$ cat src/rtl/d_wb_arbiter.sv
// rtl/d_wb_arbiter.sv - writeback arbiter: fixed-priority ALU path plus FIFO-buffered long-latency path
module d_wb_arbiter #(
  parameter int DEPTH = 4,
  parameter int CW    = $clog2(DEPTH) + 1
) (
  input  logic          clk,
  input  logic          rst_n,
  input  logic          alu_we,
  input  logic [4:0]    alu_rd,
  input  logic [31:0]   alu_data,
  input  logic          lsu_valid,
  output logic          lsu_ready,
  input  logic [4:0]    lsu_rd,
  input  logic [31:0]   lsu_data,
  output logic          we,
  output logic [4:0]    rw,
  output logic [31:0]   busw,
  output logic [CW-1:0] fifo_count,
  output logic [31:0]   busy_mask,
  output logic          order_err
);
  localparam int            AW   = $clog2(DEPTH);
  localparam logic [CW-1:0] FULL = CW'(DEPTH);

  logic [31:0]      data_q [DEPTH];
  logic [4:0]       rd_q   [DEPTH];
  logic [DEPTH-1:0] valid_q, valid_n;
  logic [AW-1:0]    head, tail;
  logic             alu_sel, push, pop;
  logic [31:0]      busy_n;

  assign lsu_ready = (fifo_count != FULL);
  assign alu_sel   = alu_we && (alu_rd != 5'd0);
  // rd=0 pushes finish the handshake but never occupy a slot
  assign push      = lsu_valid && lsu_ready && (lsu_rd != 5'd0);
  assign pop       = !alu_sel && (fifo_count != '0);

  // Occupancy after this edge; the tail slot takes its rd from the incoming push
  always_comb begin
    valid_n = valid_q;
    if (pop)  valid_n[head] = 1'b0;
    if (push) valid_n[tail] = 1'b1;
    busy_n = '0;
    for (int i = 0; i < DEPTH; i++) begin
      if (valid_n[i])
        busy_n[(push && tail == AW'(i)) ? lsu_rd : rd_q[i]] = 1'b1;
    end
  end

  always_ff @(posedge clk) begin
    if (push) begin
      data_q[tail] <= lsu_data;
      rd_q[tail]   <= lsu_rd;
    end
  end

  always_ff @(posedge clk or negedge rst_n) begin
    if (!rst_n) begin
      head       <= '0;
      tail       <= '0;
      fifo_count <= '0;
      valid_q    <= '0;
      busy_mask  <= '0;
      we         <= 1'b0;
      rw         <= '0;
      busw       <= '0;
      order_err  <= 1'b0;
    end else begin
      if (push) tail <= tail + 1'b1;
      if (pop)  head <= head + 1'b1;
      if (push && !pop)      fifo_count <= fifo_count + 1'b1;
      else if (pop && !push) fifo_count <= fifo_count - 1'b1;
      valid_q   <= valid_n;
      busy_mask <= busy_n;
      if (alu_sel) begin
        we   <= 1'b1;
        rw   <= alu_rd;
        busw <= alu_data;
        if (busy_mask[alu_rd]) order_err <= 1'b1;
      end else if (pop) begin
        we   <= 1'b1;
        rw   <= rd_q[head];
        busw <= data_q[head];
      end else begin
        we <= 1'b0;
      end
    end
  end
endmodule

$ cat config.mk
export PLATFORM = sky130hd
export DESIGN_NAME = d_wb_arbiter
export DESIGN_NICKNAME = d
export VERILOG_FILES = /design/src/rtl/d_wb_arbiter.sv
export SDC_FILE = /design/constraint.sdc
export NUM_CORES = 1
export LEC_CHECK = 0
export BUFFER_PORTS_ARGS = -buffer_cell sky130_fd_sc_hd__buf_2
export CORE_UTILIZATION = 30
export CTS_CLUSTER_SIZE = 16
export DETAILED_ROUTE_END_ITERATION = 7
export HOLD_SLACK_MARGIN = 0.08
export PLACE_DENSITY = 0.56
export SETUP_SLACK_MARGIN = 0.15
export SLEW_MARGIN = 5
export SYNTH_ARGS = -nofsm -noshare
export SYNTH_HDL_FRONTEND = slang
export SYNTH_SLANG_ARGS = --single-unit
$ cat constraint.sdc
create_clock -name clk -period 3.5 [get_ports clk]
set_input_delay 0.35 -clock clk [delete_from_list [all_inputs] [get_ports clk]]
set_output_delay 0.35 -clock clk [all_outputs]
set_load 0.02 [all_outputs]
Word-level counts from Yosys, hierarchy flattened
Memories as Yosys holds them, arrays and structs flattened.
Index checks and enable logic that the tools add are counted.

storage, ports and cells
  logic and storage cells = 98
  flip-flop bits (word level) = 82
  memories kept = 2
  memory bits (writable) = 148
  output and inout port bits = 75

cells by class
  add/sub/neg operators = 4
  equal/unequal tests = 4
  order comparisons = 13
  reduce and logical (&&, ||, !) cells = 26
  bitwise gates (word level) = 6
  mux-type cells = 34

memories
  memory  words  width  read ports  clocked after memory_dff  write ports  RTL line  text
  data_q  4      32     1           0                         1            25        logic [31:0] data_q [DEPTH];
  rd_q    4      5      5           0                         1            26        logic [4:0] rd_q [DEPTH];

operators with widths
  kind                                                  count
  two-way mux 32 bit                                    6
  OR 32 bit                                             3
  < comparator 5 x 6 -> 1 bit (second input constant)   5
  two-way mux 5 bit                                     6
  demux 1 bit (select 5 bit)                            4
  >= comparator 5 x 1 -> 1 bit (second input constant)  4
  logical AND 1 bit                                     16
  two-way mux 1 bit                                     11
  nonzero test 5 bit                                    2
  two-way mux 4 bit                                     2
  < comparator 2 x 3 -> 1 bit (second input constant)   2
  two-way mux 3 bit                                     2
  binary-select mux 1 bit (select 5 bit)                1
  adder 2 x 1 -> 2 bit (second input constant)          2
  AND 4 bit                                             1
  demux 1 bit (select 2 bit)                            2
  equality test 2 bit (second input constant)           2
  >= comparator 2 x 1 -> 1 bit (second input constant)  2
  inverter 4 bit                                        1
  OR 4 bit                                              1
  nonzero test 2 bit                                    2
  adder 3 x 1 -> 3 bit (second input constant)          1
  logical NOT 1 bit                                     3
  inequality test 3 bit (second input constant)         1
  other kinds (5)                                       5

Longest topological paths before layout
Gate-level depths: netlist of run 1.

  word-level depth = 16
  depth in mapped cells = 10
  gate-level depth less buffers = 9

Worst setup path after synthesis of run 1
No wires, ideal clock.

  path kind = flip-flop to flip-flop
  from = reg fifo_count[0]
  to = reg busy_mask[28]
  slack = 948 ps
  cell stages (with the launch flop) = 7
  clock period less this slack = 2552 ps
  arrival time = 2462 ps
  buffers on the path = 1
  required time = 3410 ps
  path through = dfrtp_1 -> nor3b_4 -> a211oi_2 -> buf_2 -> mux2_2 -> o21bai_1 -> o2111ai_1

on the way
  cells in the longest elaborated chain, start to end = 16
  elaborated cells on any way between the ends = 43

RTL lines
  element                                                                                            RTL line  text
  start: declaration                                                                                 18        output logic [CW-1:0] fifo_count,
  start signal: assignment                                                                           71        if (push && !pop) fifo_count <= fifo_count + 1'b1;
  start signal: assignment                                                                           72        else if (pop && !push) fifo_count <= fifo_count - 1'b1;
  inequality test 3 bit                                                                              32        assign lsu_ready = (fifo_count != FULL);
  logical AND 1 bit (2 in a row)                                                                     35        assign push = lsu_valid && lsu_ready && (lsu_rd != 5'd0);
  logical AND 1 bit                                                                                  46        busy_n[(push && tail == AW'(i)) ? lsu_rd : rd_q[i]] = 1'b1;
  two-way mux 5 bit                                                                                  46
  < comparator 5 x 6 -> 1 bit (not written as such) or >= comparator 5 x 1 -> 1 bit (tied branches)  46
  logical AND 1 bit                                                                                  46
  two-way mux 1 bit                                                                                  46
  demux 1 bit (select 5 bit)                                                                         46
  two-way mux 32 bit                                                                                 45        if (valid_n[i])
  OR 32 bit (no source line)                                                                         --
  two-way mux 32 bit                                                                                 45
  OR 32 bit (no source line)                                                                         --
  two-way mux 32 bit                                                                                 45
  OR 32 bit (no source line)                                                                         --
  two-way mux 32 bit *                                                                               45
  via busy_n[28]                                                                                     30        logic [31:0] busy_n;
  end signal: assignment                                                                             74        busy_mask <= busy_n;
  end: declaration                                                                                   19        output logic [31:0] busy_mask,

The timed path passes the listed nets; every way through them passes the cells marked *.
A chain may end at the register's enable or synchronous reset.

Worst setup path in the final report of run 1
  from = reg fifo_count[0]
  to = reg busy_mask[20]

Same word-level chain as after synthesis.

==> results of run 1 <==
routing by layer:
metal	GRT usage, %	share of wire, %
met2	25.3	47
met3	2.85	6.9
met5	0	0.038
met4	4.18	1.8
met1	21.5	44
path summary, 6_finish.rpt:
path | start | to | slack, ns | cells past startpoint
worst max-delay path | fifo_count[0]$_DFFE_PN0P_ | busy_mask[20]$_DFF_PN0_ | 0.63 | 5
worst min-delay path | alu_data[22] | busw[22]$_DFFE_PN0P_ | 0.1 | 3
worst max register to register | fifo_count[0]$_DFFE_PN0P_ | busy_mask[20]$_DFF_PN0_ | 0.63 | 5
worst min register to register | order_err$_DFFE_PN0P_ | order_err$_DFFE_PN0P_ | 0.46 | 1
max in group asynchronous | rst_n | busw[21]$_DFFE_PN0P_ | 2.21 | 3
min in group asynchronous | rst_n | busy_mask[16]$_DFF_PN0_ | 0.48 | 2
power groups by stage:
stage | Sequential (µW) | Clock (µW) | Combinational [µW]
2_1_floorplan | 4260 | 0 | 2100
3_3_place_gp | 4040 | 0 | 3520
3_5_place_dp | 4060 | 0 | 3550
4_1_cts | 4010 | 2740 | 3610
5_1_grt | 4070 | 2840 | 3870
6_report | 4000 | 2670 | 3550
cells by family (layout without fill, tap and decap cells):
group,Yosys count,after routing,share of synthesized area [%]
and+or+nand+nor,227,227,11.3
xor gates and xnor gates,5,5,0.409
adders and majority gates,10,10,1.24
DFF,230,230,60.7
buffers and inverters,62,281,2.55
muxes,70,70,11.9
AOI/OAI and AO/OA,162,162,11.9
other,0,1,0
cell type report:
type	instances	area, µm²
Antenna cell	1	2.50
Clock buffer	34	679
Clock inverter	12	159
Fill cell	3299	21500
Inverter	15	56.3
Multi-Input combinational cell	474	3960
Sequential cell	230	6500
Tap cell	455	569
Timing Repair Buffer	220	1420
what timing repair did:
action                                 CTS  global route
setup endpoints to repair                0             0
buffers inserted                         0             0
endpoints found under the hold margin  216             0
hold buffers                            53             0
state kept, by name, summed over array words and instances (netlist names), 2 cells and up:
name	count
tail	2
busw	32
rw	5
head	2
valid_q	4
busy_mask	32
rd_q	20
fifo_count	3
data_q	128
cells in the final DEF, fill, tap and decap left out, drive strengths merged, types with 8 or more instances in the layout:
cell / instances
ha: 9
o2111ai: 8
nand3b: 15
edfxtp: 148
inv: 19
o22a: 12
nor4b: 8
o221ai: 24
o21ai: 13
buf: 167
a31oi: 38
nor2: 52
a22oi: 13
nor3: 17
mux2: 8
dlygate4sd3: 53
dfrtp: 82
nor3b: 9
mux2i: 17
nand2: 91
mux4: 45
clkbuf: 34
o21bai: 18
worst max-delay path: stages, from the launching register on:
cell	delay (ns)
dfrtp_1	0.49
nor3b_4	0.70
a211oi_4	0.27
nor3_1	0.88
o21ai_0	0.26
o2111ai_1	0.15
stage by stage:
step           hold WS [ns]  cell area [µm²]  cells  utilization (%)  total power, µW
6_report             0.0972            13300   1441             38.3            10200
5_1_grt              0.0872            13300   1440             38.3            10800
4_1_cts              0.0814            13300   1440             38.3            10400
3_5_place_dp          0.458            12000   1341             34.4             7610
3_3_place_gp          0.451            12000   1341             34.4             7560
2_1_floorplan        0.0544            10700    766                -             6360
==> reports/results.tsv, run 1 <==
metric	value	unit
Mapped Cells	766	
clock sink count	230	
Synth area leaders	edfxtp_1, dfrtp_1, mux4_2, nand2_1, a31oi_1	
synthesized area	0.0107	mm²
clock latency on the worst-skew pair	0.53	ns
fin worst setup slack	0.634	ns
flops & latches, synth	230	
# H-tree levels	1	
wire length of the first global-routing pass	43700	µm
Syn. warnings	0	
RePlAce Congestion	0.862	
Worst slew margin	23.5	%
final hold violations	0	
status	finished, final reports clean	
Die X	191	µm
PD cells	766	mW/mm²
Resized Gates After CTS	0	
Core Area	0.0348	mm²
top cells by count, synth	edfxtp_1, nand2_1, dfrtp_1	
Clock power frac	26.2	%
antenna violations before repair	1	
Netlist cell types	66	
largest net degree at the start of global routing	71	
CTS Buf Count	25	
Detailed Routing Iterations Pass 1	5	
Worst-Margin Slew	1.14	ns
switching share of total power	35.5	%
number of global-route vias before repair	7421	
buffers added on ports	152	
syn_nets	854	
DRC Markers	0	
Avg WL per Cell	19.9	µm
logic gate share of total power	34.7	%
nets	1054	
Root Driver	clkbuf_16	
Synth top area share	41.5	%
CTS tree	done	
WS Path Type	reg2reg	
Worst setup SP type	flip-flop	
num ports	153	
GR Overflow Total	0	
Clock Skew	0.0121	ns
peak supply drop	0.000414	V
DIE HEIGHT	191	µm
crit share post-route	81.9	%
share of the yosys chip area belonging to registers	60.7	%
dpl ws	0.620	ns
hold crit path type	in2reg	
Top FF cell, synth	edfxtp_1	
P_int	6590	µW
Final Critical Period	2.87	ns
Initial Utilization	30.7	%
layout cell share with drive strength beyond 1	29.5	%
Final Max Slew Viols	0	
most frequent cell after synthesis	edfxtp_1	
Max Freq	349	MHz
Arr. time, crit path	3.30	ns
vias per cell	5.18	
sw power	3630	µW
final wirelength	28700	µm
Max FO, Critical Path	18	
Initial DRC Count	652	
Synth area leader	edfxtp_1	
Avg Cell Area, Syn	14.0	µm²
Core Rows	68	
EDFF count, synth	148	
MaxCap Viol Count	0	
RSZ-0062 raised after global routing	false	
CP Data Required Time	3.94	ns
Synth async-reset ratio	35.7	%
P&R area growth vs syn	24.7	%
clock slew at reported path FFs	0.06	ns
Final Setup Violations	0	
Worst Setup End Kind	flip-flop	
Seq pwr share	39.1	%
Clock Tree Buf Depth	3	
Detailed Place HPWL	19800	µm
die area	0.0364	mm²
Via Count	7469	
setup TNS	0	ns
Total GRT Usage	15.6	%
Leakage	0.00505	µW
post-route ant nets	0	
Note: power is estimated with default switching activity, not from simulation.
==> run 2, diff against run 1 <==
--- a/config.mk
+++ b/config.mk
@@ -10,7 +10,7 @@
 export CTS_CLUSTER_SIZE = 16
 export DETAILED_ROUTE_END_ITERATION = 7
 export HOLD_SLACK_MARGIN = 0.08
-export PLACE_DENSITY = 0.56
+export PLACE_DENSITY = 0.58
 export SETUP_SLACK_MARGIN = 0.15
 export SLEW_MARGIN = 5
 export SYNTH_ARGS = -nofsm -noshare
==> constraint.sdc (replaced) <==
create_clock -name clk -period 2.4 [get_ports clk]
set_input_delay 0.24 -clock clk [delete_from_list [all_inputs] [get_ports clk]]
set_output_delay 0.24 -clock clk [all_outputs]
set_load 0.02 [all_outputs]
==> run 2 against run 1 <==
Routed wire length up 0.40%. Cell area increased by 6.1%. Sequential power rose by 45%. Hold slack improved by 0.040 ns. Sequential share of layout area fell by 2.7 points. Clock power increased by 36%. Global-route usage about the same. Critical path depth grew 3. Via count increased by 1.3%. Clock skew up 0.0040 ns. Non-clock buffer count is 61 higher. Die area unchanged.
==> reports/results.tsv, run 2 (synthesis results as in run 1) <==
metric	value	unit	change
hold crit path type	in2reg		
Top reg by flops	data_q		
fill count	3202		-2.9%
Worst setup SP type	flip-flop		
post-route ant nets	0		unchanged
MaxCap Viol Count	0		unchanged
sw power	5480	µW	+51%
dpl ws	0.0623	ns	-0.558 ns
Die X	191	µm	unchanged
commonest non-fill, non-tap cells in the layout	buf_2, edfxtp_1, nand2_1		
CP max stage cell	dfrtp_1		
Clock Skew	0.0161	ns	+0.00400 ns
WS Path Type	reg2reg		
Final Critical Period	2.19	ns	-0.678 ns
Final Util	40.7	%	+2.3 points
Via Count	7564		+1.3%
met2 routed WL	13500	µm	+0.52%
RePlAce Congestion	0.887		+2.9%
crit share post-route	91.2	%	+9.3 points
status	finished, final reports clean		
Worst Setup End Kind	flip-flop		
antenna violations before repair	0		-1
Hold Worst Slack	0.137	ns	+0.0402 ns
Final Max Slew Viols	0		unchanged
CTS tree	done		
fin cells	1501		+4.2%
clock latency on the worst-skew pair	0.54	ns	about the same
P_int	9770	µW	+48%
Arr. time, crit path	2.61	ns	-0.69 ns
Max Freq	457	MHz	+31%
switching share of total power	35.9	%	+0.39 points
routed length on met3	1740	µm	-11%
DRC Markers	0		unchanged
final hold violations	0		unchanged
met1 wire length	12800	µm	+0.80%
Initial Utilization	30.7	%	unchanged
Clock Tree Buf Depth	3		unchanged
final wirelength	28800	µm	+0.40%
Multi-input gate area	0.00420	mm²	+6.2%
PD cells	1080	mW/mm²	+41%
die area	0.0364	mm²	unchanged
largest net degree at the start of global routing	70		-1.4%
GR Overflow Total	0		unchanged
Worst slew margin	29.8	%	+6.2 points
RSZ-0062 raised after global routing	false		
most common cell after layout, fill and taps aside	buf_2		
Avg WL per Cell	19.2	µm	-3.6%
Total GRT Usage	15.6	%	-0.024 points
layout cell share with drive strength beyond 1	35.9	%	+6.4 points
logic gate share of total power	38.1	%	+3.4 points
Worst-Margin Slew	1.05	ns	-0.0899 ns
# H-tree levels	1		unchanged
top sig layer	met4		
Root Driver	clkbuf_16		
P&R area growth vs syn	32.3	%	
register area	0.00650	mm²	about the same
num ports	153		unchanged
Clock power frac	23.9	%	-2.3 points
Core Area	0.0348	mm²	unchanged
setup TNS	0	ns	unchanged
CTS Buf Count	25		unchanged
Largest register FFs	128		unchanged
fin worst setup slack	0.212	ns	-0.422 ns
Seq pwr share	38.0	%	-1.1 points
wire length of the first global-routing pass	43700	µm	unchanged
Detailed Place HPWL	20400	µm	+2.8%
nets	1115		+5.8%
Core Rows	68		unchanged
CP max stage delay	0.40	ns	-0.48 ns
peak supply drop	0.000462	V	+12%
buffers added on ports	152		unchanged
number of global-route vias before repair	7518		+1.3%
Final Setup Violations	0		unchanged
Initial DRC Count	553		-15%
Ant. Diodes	0		-1
registers with the most flip-flops	data_q x128, busw x32, busy_mask x32		
vias per cell	5.04		-2.8%
Detailed Routing Iterations Pass 1	5		unchanged
worst-path cell chain	inv_1 -> ha_2 -> nand2_1 -> a211oi_4 -> buf_6 -> mux2_2 -> o21bai_1 -> o2111ai_1		
CP Data Required Time	2.83	ns	-1.11 ns
DP Cell Count	1377		+2.7%
Max FO, Critical Path	12		-6
DIE HEIGHT	191	µm	unchanged
Leakage	0.00539	µW	+6.7%
clock slew at reported path FFs	0.06	ns	about the same
clock sink count	230		unchanged
run 2: stage by stage:
stage / total power (µW) / instance area, µm²
after floorplan: 9310 / 10700
after global placement: 11300 / 12400
after detailed placement: 11400 / 12400
after CTS: 15200 / 13900
after global routing: 16100 / 14100
final: 15300 / 14100
run 2: timing repair:
item,in CTS,in global routing
hold buffers,70,0
pin swaps,1,9
resized for setup,2,42
gates cloned,0,0
endpoints found under the setup margin,4,31
setup buffers,1,7
hold endpoints to repair,204,0
run 2: cell type report:
cell class / instances / share of cell area [%]
flip-flops and latches: 230 / 46.0
multi-input cells: 474 / 29.7
repair buffers: 281 / 14.4
clock buffers: 34 / 4.88
well taps: 455 / 4.02
clock inverters: 12 / 0.628
inverters: 15 / 0.398
run 2: path summary, 6_finish.rpt:
kind / start / endpoint / slack, ns / cells after the start
worst max-delay path: tail[1]$_DFFE_PN0N_ / busy_mask[16]$_DFF_PN0_ / 0.21 / 8
worst min-delay path: lsu_rd[4] / rd_q[3][4]$_DFFE_PP_ / 0.14 / 2
worst max register to register: tail[1]$_DFFE_PN0N_ / busy_mask[16]$_DFF_PN0_ / 0.21 / 8
worst min register to register: order_err$_DFFE_PN0P_ / order_err$_DFFE_PN0P_ / 0.52 / 1
max in group asynchronous: rst_n / busw[24]$_DFFE_PN0P_ / 1.54 / 3
min in group asynchronous: rst_n / tail[0]$_DFFE_PN0N_ / 0.21 / 2
run 2: critical path: cells and delay by family (launching register included):
family	cells	cell delay, ns
and+or+nand+nor	1	0.17
AOI/OAI and AO/OA	3	0.56
adders and majority gates	1	0.23
buffers and inverters	2	0.33
muxes	1	0.39
DFF	1	0.40
run 2: layer usage:
layer,vias to the layer above,GRT usage (%)
met4,0,4.74
met2,214,24.8
met3,47,3.02
li1,3541,-
met5,-,0
met1,3762,21.5
run 2: power groups by stage:
stage	combinational, µW	sequential, µW	clock (µW)
after global placement	5490	5830	0
after CTS	5650	5800	3740
final	5810	5800	3640
after global routing	6290	5910	3870
after detailed placement	5530	5880	0
after floorplan	3090	6220	0
==> run 3, diff against run 2 <==
--- a/config.mk
+++ b/config.mk
@@ -5,6 +5,7 @@
 export SDC_FILE = /design/constraint.sdc
 export NUM_CORES = 1
 export LEC_CHECK = 0
+export ABC_AREA = 1
 export BUFFER_PORTS_ARGS = -buffer_cell sky130_fd_sc_hd__buf_2
 export CORE_UTILIZATION = 30
 export CTS_CLUSTER_SIZE = 16
==> run 3 against run 2 <==
The run now ends with DRC left. Sequential share of layout area is 0.53 points higher. Synthesized cell count rose by 52%. Critical path depth is 2 higher. Via count is 21% higher. Critical endpoint is now fifo_count[1]$_DFFE_PN0P_.
==> reports/results.tsv, run 3 <==
metric	value	unit	change
Worst Setup End Kind	flip-flop		
DIE HEIGHT	193	µm	+1.3%
Detailed Place HPWL	21300	µm	+4.4%
WS Path Type	in2reg		
Max FO, Critical Path	11		-1
synthesized area	0.0110	mm²	+2.6%
wire length of the first global-routing pass	50500	µm	+15%
flops & latches, synth	230		unchanged
Syn. warnings	0		unchanged
Total GRT Usage	17.0	%	+1.3 points
share of the yosys chip area belonging to registers	59.2	%	-1.5 points
Synth area leader	edfxtp_1		
CTS Buf Count	26		+4.0%
Core Area	0.0358	mm²	+3.0%
Netlist cell types	30		-55%
Ant. Diodes	0		unchanged
Avg WL per Cell	17.2	µm	-10%
Final Power	15400	µW	+1.2%
RSZ-0062 raised after global routing	true		
fill count	3530		+10%
Largest register FFs	128		unchanged
Initial Utilization	30.6	%	-0.11 points
buffers added on ports	152		unchanged
# H-tree levels	1		unchanged
Initial DRC Count	711		+29%
PD cells	1100	mW/mm²	+2.4%
DRC Markers	10		+10
Final Critical Period	2.15	ns	-0.0402 ns
MaxCap Viol Count	0		unchanged
Clock Tree Buf Depth	3		unchanged
violated checks	DRC		
P&R area growth vs syn	27.4	%	
Worst slew margin	56.5	%	+27 points
crit share post-route	89.5	%	-1.7 points
reg2reg path depth	11		+3
clock slew at reported path FFs	0.06	ns	about the same
Root Driver	clkbuf_16		
CTS tree	done		
dpl cell area	0.0124	mm²	+0.53%
Leakage	0.00575	µW	+6.7%
num ports	153		unchanged
grt met2 use	28.0	%	+3.1 points
status	complete, but fails checks		
Synth async-reset ratio	35.7	%	unchanged
fin cells	1870		+25%
nets	1477		+32%
most frequent cell after synthesis	nor2_1		
Via Count	9184		+21%
number of global-route vias before repair	9050		+20%
Worst-Margin Slew	0.653	ns	-0.400 ns
R2R Setup Slk	0.31	ns	+0.10 ns
Mapped Cells	1161		+52%
Worst setup SP type	input port		
Avg Cell Area, Syn	9.45	µm²	-32%
Final Cell Area	0.0140	mm²	-1.2%
Worst Hold Path EP	rw[3]$_DFFE_PN0P_		
GR Overflow Total	0		unchanged
Final Setup Violations	0		unchanged
Die X	193	µm	+1.3%
largest net degree at the start of global routing	65		-7.1%
clock latency on the worst-skew pair	0.55	ns	about the same
Core Rows	69		+1.5%
EDFF count, synth	148		unchanged
Max Freq	466	MHz	+1.9%
commonest non-fill, non-tap cells in the layout	nor2_1, nand2_1, buf_2		
top cells by count, synth	nor2_1, nand2_1, edfxtp_1		
Top reg by flops	data_q		
syn_nets	1249		+46%
post-route ant nets	0		unchanged
Top FF cell, synth	edfxtp_1		
GR peak layer	met2		
final wirelength	32200	µm	+12%
layout cell share with drive strength beyond 1	21.1	%	-15 points
Arr. time, crit path	2.57	ns	-0.04 ns
reg2reg start	fifo_count[1]$_DFFE_PN0P_		
Synth top area share	40.5	%	-1.1 points
Final Max Slew Viols	0		unchanged
most common cell after layout, fill and taps aside	nor2_1		
final hold violations	0		unchanged
setup TNS	0	ns	unchanged
die area	0.0374	mm²	+2.6%
cell depth of the worst hold path	3		+1
peak supply drop	0.000566	V	+23%
RR Endpoint	busy_mask[25]$_DFF_PN0_		
met1 usage	23.3	%	+1.8 points
Clock Skew	0.0134	ns	-0.00263 ns
hold crit path type	in2reg		
Synth area leaders	edfxtp_1, dfrtp_1, nor2_1, nand2_1, o21ai_0		
DP Cell Count	1750		+27%
registers with the most flip-flops	data_q x128, busw x32, busy_mask x32		
min-delay src	alu_rd[3]		
RePlAce Congestion	0.880		-0.78%
Detailed Routing Iterations Pass 1	8		+3
clock sink count	230		unchanged
antenna violations before repair	0		unchanged
CP Data Required Time	2.82	ns	about the same
GR Layer Usage met3	2.13	%	-0.89 points
vias per cell	4.91		-2.5%
run 3: cell types whose count changed after synthesis, moves of 17 or more:
| cell | previous run | this run |
|---|---|---|
| a21oi_1 | 2 | 43 |
| a31oi_1 | 38 | 0 |
| inv_1 | 13 | 49 |
| mux2i_1 | 17 | 0 |
| mux4_2 | 45 | 0 |
| nand2_1 | 91 | 165 |
| nand3_1 | 7 | 30 |
| nand3_2 | 0 | 40 |
| nand4_1 | 6 | 38 |
| nor2_1 | 51 | 307 |
| o21ai_0 | 13 | 119 |
| o21bai_1 | 18 | 0 |
| o221ai_1 | 24 | 2 |
| o22ai_1 | 0 | 32 |
run 3: power by group:
part,internal [µW],switching (µW)
clock,2080,1640
combinational,1860,4110
sequential,5270,465
run 3: stage by stage:
step	hold WS, ns	util, %	setup WS [ns]
final	0.115	39.0	0.252
after global routing	0.130	39.0	0.148
after CTS	0.0992	38.9	0.227
after detailed placement	0.310	34.7	0.222
after global placement	0.302	34.7	0.268
after floorplan	-0.0556	-	0.162
run 3: critical path, cell delays in order:
cell and delay (ns):
dlygate4sd3_1 0.54, buf_2 0.21, nor2_2 0.17, nand3_4 0.19, nand2_1 0.15, inv_1 0.10, ha_1 0.19, inv_1 0.10
fa_1 0.41, mux2_2 0.26
run 3: how the worst max path moves through the flow:
stage	endpoint	slack, ns	start	cells past startpoint
2_1_floorplan	fifo_count[1]$_DFFE_PN0P_	0.16	fifo_count[1]$_DFFE_PN0P_	9
3_3_place_gp	fifo_count[1]$_DFFE_PN0P_	0.27	alu_rd[2]	11
3_5_place_dp	busy_mask[19]$_DFF_PN0_	0.22	fifo_count[1]$_DFFE_PN0P_	9
4_1_cts	busy_mask[12]$_DFF_PN0_	0.23	fifo_count[1]$_DFFE_PN0P_	10
5_1_grt	fifo_count[1]$_DFFE_PN0P_	0.15	lsu_rd[1]	10
6_report	fifo_count[1]$_DFFE_PN0P_	0.25	lsu_rd[1]	10
run 3: layout make-up:
class                           instances  area, µm²  share of cell area [%]
Tap cell                              461        577                    4.12
Sequential cell                       230       6500                    46.5
Clock buffer                           35        704                    5.04
Timing Repair Buffer                  257       1860                    13.3
Multi-Input combinational cell        823       4040                    28.9
Inverter                               51        206                    1.48
Clock inverter                         13        104                   0.743
run 3: logic make-up (layout without fill, tap and decap cells):
kind of cell	Yosys count	count (layout)	share of synthesized area, %
AO/OA/AOI/OAI	210	210	10.4
multiplexers	1	1	0.103
XOR/XNOR	4	4	0.319
adder cells (fa/ha/maj)	10	10	1.21
buffers and inverters	108	356	4.26
flip-flops	230	230	59.2
AND/OR/NAND/NOR	598	598	24.5
run 3: what timing repair did:
item | in CTS | in global routing
buffers inserted | 0 | 1
resized for setup | 0 | 3
endpoints found under the setup margin | 0 | 32
hold buffers | 70 | 0
endpoints found under the hold margin | 221 | 0
run 3: metal layers:
| layer | up-vias | routed length [µm] |
|---|---|---|
| met1 | 4381 | 14600 |
| met5 | - | 0 |
| met4 | 0 | 657 |
| met3 | 45 | 2040 |
| met2 | 318 | 15000 |
| li1 | 4440 | - |
